===== config.mk =====
export PLATFORM = sky130hd
export DESIGN_NAME = serial_addsub
export DESIGN_NICKNAME = d
export VERILOG_FILES = /design/src/rtl/serial_addsub.sv
export SDC_FILE = /design/constraint.sdc
export NUM_CORES = 1
export LEC_CHECK = 0
export CAP_MARGIN = 20
export CORE_MARGIN = 3
export CORE_UTILIZATION = 42
export CTS_CLUSTER_DIAMETER = 30
export CTS_CLUSTER_SIZE = 25
export DETAILED_ROUTE_END_ITERATION = 12
export GPL_ROUTABILITY_DRIVEN = 0
export GPL_TIMING_DRIVEN = 0
export PLACE_DENSITY = 0.71
export SETUP_SLACK_MARGIN = 0.02
export SLEW_MARGIN = 20
export SYNTH_ARGS = -nofsm -noshare
export SYNTH_HDL_FRONTEND = slang
export SYNTH_SLANG_ARGS = --single-unit

===== constraint.sdc =====
create_clock -name clk -period 1.3 [get_ports clk]
set_input_delay 0.325 -clock clk [delete_from_list [all_inputs] [get_ports clk]]
set_output_delay 0.325 -clock clk [all_outputs]
set_load 0.01 [all_outputs]

===== src/rtl/serial_addsub.sv =====
// serial_addsub
//   Digit-serial adder/subtractor. Operands arrive LSB-first, DIGIT bits per
//   accepted beat, and a WORD-bit result leaves at the same rate with one
//   cycle of latency. Subtraction is done as A + ~B + 1, with the +1 supplied
//   by preloading the carry register with the mode bit.
//
// Ports
//   clk        rising-edge clock
//   rst        asynchronous, active-low reset
//   start      begins an operation when sampled high while idle
//   sub        mode captured with start: 0 = A+B, 1 = A-B
//   in_valid   a_d/b_d hold a valid digit this cycle
//   a_d, b_d   operand digits, LSB-first across beats
//   busy       high while an operation is in progress
//   f_d        registered result digit (held when out_valid is low)
//   out_valid  one-cycle pulse per accepted digit
//   done       one-cycle pulse together with the last out_valid of a word
//   cout       final carry of the word (for subtraction, 1 = no borrow)
//   ovf        two's-complement overflow of the word
module serial_addsub #(
  parameter int DIGIT = 1,
  parameter int WORD  = 8
) (
  input  logic             clk,
  input  logic             rst,
  input  logic             start,
  input  logic             sub,
  input  logic             in_valid,
  input  logic [DIGIT-1:0] a_d,
  input  logic [DIGIT-1:0] b_d,
  output logic             busy,
  output logic [DIGIT-1:0] f_d,
  output logic             out_valid,
  output logic             done,
  output logic             cout,
  output logic             ovf
);

  localparam int BEATS = WORD / DIGIT;
  // A one-beat word still gets a 1-bit counter so the declaration stays legal.
  localparam int CW = (BEATS > 1) ? $clog2(BEATS) : 1;
  localparam logic [CW-1:0] LAST_BEAT = CW'(BEATS - 1);

  localparam logic IDLE = 1'b0;
  localparam logic RUN  = 1'b1;

  logic          state;
  logic          sub_mode;
  logic          carry;
  logic [CW-1:0] beat_cnt;

  logic [DIGIT-1:0] b_eff;
  logic [DIGIT:0]   sum;
  logic             msb_cin;

  // One digit slice of the adder. The carry into the digit's top bit is
  // recovered from that bit's inputs and output, which avoids a separate
  // narrower adder just to expose it for the overflow flag.
  always_comb begin
    b_eff   = sub_mode ? ~b_d : b_d;
    sum     = {1'b0, a_d} + {1'b0, b_eff} + {{DIGIT{1'b0}}, carry};
    msb_cin = a_d[DIGIT-1] ^ b_eff[DIGIT-1] ^ sum[DIGIT-1];
  end

  assign busy = (state == RUN);

  // Control and datapath registers. out_valid and done default low every
  // cycle so they are single-cycle pulses; f_d, cout and ovf keep their
  // values until something explicitly updates them.
  always_ff @(posedge clk or negedge rst) begin
    if (!rst) begin
      state     <= IDLE;
      sub_mode  <= 1'b0;
      carry     <= 1'b0;
      beat_cnt  <= '0;
      f_d       <= '0;
      out_valid <= 1'b0;
      done      <= 1'b0;
      cout      <= 1'b0;
      ovf       <= 1'b0;
    end else begin
      out_valid <= 1'b0;
      done      <= 1'b0;
      if (state == IDLE) begin
        if (start) begin
          state    <= RUN;
          sub_mode <= sub;
          carry    <= sub;
          beat_cnt <= '0;
          cout     <= 1'b0;
          ovf      <= 1'b0;
        end
      end else begin
        // start is deliberately not looked at here: a running word cannot
        // be restarted.
        if (in_valid) begin
          f_d       <= sum[DIGIT-1:0];
          carry     <= sum[DIGIT];
          out_valid <= 1'b1;
          if (beat_cnt == LAST_BEAT) begin
            done     <= 1'b1;
            cout     <= sum[DIGIT];
            ovf      <= msb_cin ^ sum[DIGIT];
            beat_cnt <= '0;
            state    <= IDLE;
          end else begin
            beat_cnt <= beat_cnt + 1'b1;
          end
        end
      end
    end
  end

endmodule

## Word level (Yosys, flattened, before mapping)

Index checks and enable logic that the tools add are counted.

| word-level totals | value |
|---|---|
| register bits | 11 |
| input port bits | 7 |
| output and inout bits | 6 |
| logic and storage cells | 49 |

| cells by class | value |
|---|---|
| add/sub/neg operators | 3 |
| equality and inequality tests | 3 |
| multiplexer cells | 24 |
| bitwise operators | 5 |
| reduce and logical (&&, ||, !) cells | 5 |

Operators by type and width:

| kind | number |
|---|---|
| 2-to-1 mux 1 bit | 20 |
| 2-to-1 mux 3 bit | 4 |
| AND reduction 2 bit | 3 |
| adder 3 x 1 -> 3 bit, second input constant | 1 |
| == test 3 bit, second input constant | 1 |
| AND reduction 3 bit | 1 |
| XOR 1 bit | 3 |
| adder 1 x 1 -> 2 bit | 1 |
| adder 2 x 1 -> 2 bit | 1 |
| inequality test 2 x 1 -> 1 bit, second input constant | 1 |
| inequality test 2 bit, second input constant | 1 |
| inverter 1 bit | 2 |
| nonzero test 2 bit | 1 |

## Logic depth before layout (Yosys ltp)

| logic depth | value |
|---|---|
| word-level depth | 9 |
| depth in mapped cells | 5 |
| gate-level depth less buffers | 5 |

## Worst setup path before layout

OpenSTA, ideal clock, no wires.

| timing path | value |
|---|---|
| kind | reg-to-reg |
| start | register beat_cnt[0] |
| end | register beat_cnt[2] |
| setup time | 121 ps |
| arrival time | 1271 ps |
| required time | 1179 ps |
| path slack | -92 ps |
| stages on the path, launching flop included | 5 |
| path buffers | 0 |
| period minus slack after synthesis | 1392 ps |
| path through | dfrtp_1 -> ha_1 -> ha_1 -> mux2_4 -> a22o_1 |

| between the ends | value |
|---|---|
| cells in the longest elaborated chain, start to end | 4 |
| elaborated cells on any way between the ends | 5 |
| those cells by class | add/sub (1); eq/ne (1); mux (3) |

Ends and longest elaborated chain:

| what | RTL line | text |
|---|---|---|
| from (decl) | 50 | `logic [CW-1:0] beat_cnt;` |
| from (signal assigned) | 107 | `beat_cnt <= beat_cnt + 1'b1;` |
| adder 3 x 1 -> 3 bit or == test 3 bit (tied branches) | 107, 100 |  |
| 2-to-1 mux 3 bit * | 100 | `if (beat_cnt == LAST_BEAT) begin` |
| 2-to-1 mux 3 bit * | 96 | `if (in_valid) begin` |
| 2-to-1 mux 3 bit * | 84 | `if (state == IDLE) begin` |

Every way passes the cells marked *; elsewhere a longest branch is shown, timed or not. The select of a mux whose other input is x is not followed.
A chain may end at the register's enable or synchronous reset.

## Final worst setup path

| timing path | value |
|---|---|
| start | register sub_mode |
| end | register ovf |

| between the ends | value |
|---|---|
| cells in the longest elaborated chain, start to end | 8 |
| elaborated cells on any way between the ends | 9 |
| those cells by class | add/sub (2); mux (4); bitwise (3) |

Ends and longest elaborated chain:

| what | RTL line | text |
|---|---|---|
| from (decl) | 48 | `logic sub_mode;` |
| from (signal assigned) | 87 | `sub_mode <= sub;` |
| 2-to-1 mux 1 bit * | 60 | `b_eff = sub_mode ? ~b_d : b_d;` |
| adder 1 x 1 -> 2 bit | 61 | `sum = {1'b0, a_d} + {1'b0, b_eff} + {{DIGIT{1'b0}}, carry};` |
| adder 2 x 1 -> 2 bit | 61 |  |
| XOR 1 bit | 62 | `msb_cin = a_d[DIGIT-1] ^ b_eff[DIGIT-1] ^ sum[DIGIT-1];` |
| XOR 1 bit * | 103 | `ovf <= msb_cin ^ sum[DIGIT];` |
| 2-to-1 mux 1 bit * | 100 |  |
| 2-to-1 mux 1 bit * | 96 |  |
| 2-to-1 mux 1 bit * | 84 |  |
| to (signal assigned) | 103 |  |
| to (decl) | 36 | `output logic ovf` |

Marks and branches as above.

==> run_results.csv <==
group,metric,value,unit
critical_path,reg2reg_from,"sub_mode",
route,wl_per_cell,13.3,µm
power_and_ir_drop,p_sw,0.000622,W
floorplan,core,1220,µm²
power_and_ir_drop,switching_share,34.4,%
yosys,syn_nets,64,
timing,hold_viol,0,
critical_path,r2r_slack,-110,ps
power_and_ir_drop,p_clk_share,12.7,%
route,drtIter0Drc,3,
finish,drive_gt1_share,31.9,%
global_routing,grt_pass1_vias,429,
timing,worst_pin_slew,486,ps
floorplan,initial_core_util,48.6,%
yosys,synth_edf_count,0,
power_and_ir_drop,vdd_drop_max,0.000993,V
finish,fin_area,837,µm²
critical_path,path_class,"register to register",
timing,drv_slew,0,
finish,area.growth.synth_to_final,41.7,%
power_and_ir_drop,internal_power,0.00118,W
route,num_vias,450,
clocking,cts.sinks,11,
critical_path,startpoint_type,"register",
power_and_ir_drop,pwr-share-comb,53.7,%
route,drc,0,
critical_path,reg2reg_to,"ovf",
finish,mostFrequentLayoutCells,"dfrtp_1, nand2_1, dlygate4sd2_1, buf_4",
finish,finalNonFillerCells,86,
timing,finClkSkew,4.11,ps
status,status,"finished with violations",
placement,post-place-ws,-555,ps
timing,final.setup.tns,-165,ps
placement,port_buffers,11,
yosys,ys_ff_latch,11,
clocking,cts-root-buf,"clkbuf_4",
global_routing,grt_pass1_wl,1930,µm
power_and_ir_drop,p_leak,0.395,nW
min_path,hp-class,"input port to asynchronous set/reset pin",
route,ant_nets,0,
global_routing,antenna_found_initial,0,
yosys,postSynthCellCount,52,
yosys,ys_seq_area_share,46.6,%
power_and_ir_drop,seqPwrFrac,33.7,%
status,violations,"negative setup slack",
clocking,cts.clk_slew.worst_paths,70,ps
timing,max_freq,707,MHz
critical_path,cp_data_required_time,1460,ps
global_routing,grt_overflow_total,0,
clocking,cts_tree,"built",
route,wl,1140,µm
critical_path,arrival,1570,ps
yosys,synthDistinctLibCells,20,
timing,fin_crit,1410,ps
floorplan,dieArea,1890,µm²
timing,slew_headroom,67.5,%
finish,final_common_cell,"dfrtp_1",
floorplan,die_w,43.5,µm
route,dr.pass1.iters,2,
critical_path,worstSetupEndpointType,"register",
route,routed_via_density,5.23,
floorplan,die_y,43.5,µm
placement,dpl-instance-area,766,µm²
power_and_ir_drop,pwr_density_cell,2160,nW/µm²
timing,fin_crit_sh,109,%
yosys,synth-main-ff-cell,"dfrtp_1",
critical_path,worst-path-max-fanout,3,
global_routing,track_usage,14.4,%
global_routing,grt_max_degree,12,
placement,place_inst,77,
timing,final.setup.worst_slack,-115,ps
timing,finalSetupViolCount,3,
finish,nets,85,
timing,rsz0062_at_grt,"true",
floorplan,num_rows,12,
floorplan,io_pins,13,
yosys,async_flop_share,100,%
clocking,cts_max_level,1,
finish,antenna-diode-count,0,
yosys,synth_area,591,µm²
critical_path,crit_start,"sub_mode",
flow_run,maxCapViolCount,0,
clocking,cts_buffer_depth,2,
yosys,syn_area_per_cell,11.4,µm²
finish,fillers,96,
clocking,clkLatencyLatePin,260,ps
placement,dp_hpwl,783,µm
clocking,cts_made_buffers,3,
critical_path,r2r_cells,5,
yosys,yosysWarnings,0,
-- Yosys cell counts, types with 2 or more instances --
cell | number | area, µm²
dfrtp_1 | 11 | 275
nand2_1 | 5 | 18.8
ha_1 | 4 | 50.1
a22o_1 | 3 | 26.3
inv_1 | 3 | 11.3
mux2_4 | 3 | 45.0
nand3_1 | 3 | 15.0
nor2_1 | 3 | 11.3
o21ai_0 | 3 | 15.0
xnor2_1 | 3 | 26.3
nor2b_1 | 2 | 12.5
-- cells by family (layout without fill, tap and decap cells) --
logic type      after synthesis  after routing  synth area share, %
flops                        11             11                 46.6
buf+inv                       5             25                 4.66
simple gates                 16             16                 13.8
compound gates                8              8                 9.11
xor+xnor                      3              3                 4.45
mux                           4              4                 9.53
fa+ha+maj                     5              5                 11.9
-- sequential cells by signal (all words and copies together), names as in the netlist --
register / flops
beat_cnt: 3
busy: 1
carry: 1
cout: 1
done: 1
f_d: 1
out_valid: 1
ovf: 1
sub_mode: 1
-- routing by layer --
| metal | vias up | wire length [µm] | global-route usage [%] |
|---|---|---|---|
| met2 | 12 | 585 | 24.2 |
| met4 | 0 | 5 | 3.61 |
| met3 | 2 | 65 | 6.64 |
| li1 | 219 | - | - |
| met5 | - | 0 | 0 |
| met1 | 217 | 486 | 16.6 |
-- metrics by stage --
step | hold slack (ps) | total power (W) | utilization (%)
detailed placement | 474 | 0.00149 | 63.0
floorplan | 29.4 | 0.00123 | -
finish | 385 | 0.00181 | 68.8
global placement | 464 | 0.00145 | 63.0
CTS | 362 | 0.00176 | 67.6
global route | 388 | 0.00197 | 68.8
-- worst max-delay path by stage --
stage	to	slack, ps	cells past startpoint
final	ovf	-110	5
after detailed placement	ovf	-560	6
after floorplan	ovf	-40	5
after global routing	ovf	-160	5
after global placement	ovf	-540	6
after CTS	ovf	-100	5
-- area by class of cell --
class	instances	area (µm²)	area share (%)
multi-input cells	36	349	41.7
flip-flops and latches	11	275	32.9
repair buffers	16	141	16.9
clock buffers	4	26.3	3.14
well taps	14	17.5	2.09
plain buffers	2	16.3	1.94
inverters	3	11.3	1.35
-- power by group through the flow --
| stage | logic (W) | clock network [W] | registers, W |
|---|---|---|---|
| floorplan | 0.000587 | 0 | 0.000639 |
| CTS | 0.000914 | 0.000237 | 0.000609 |
| finish | 0.000969 | 0.000229 | 0.000608 |
| global placement | 0.000830 | 0 | 0.000624 |
| global route | 0.00108 | 0.000257 | 0.000627 |
| detailed placement | 0.000857 | 0 | 0.000633 |
-- timing repair --
item / 4_1_cts / 5_1_grt
pin swaps: 5 / 3
gates resized for setup: 10 / 6
setup buffers: 4 / 1
hold endpoints to repair: 0 / 0
hold buffers: 0 / 0
setup endpoints to repair: 13 / 9
gates cloned: 0 / 0
-- worst max-delay path, stage by stage (launching register included) --
cell	delay [ps]
dfrtp_1	410
xnor2_2	160
fa_2	380
xnor2_2	150
xnor2_1	130
o21ai_1	70
Note: power is estimated with default switching activity, not from simulation.
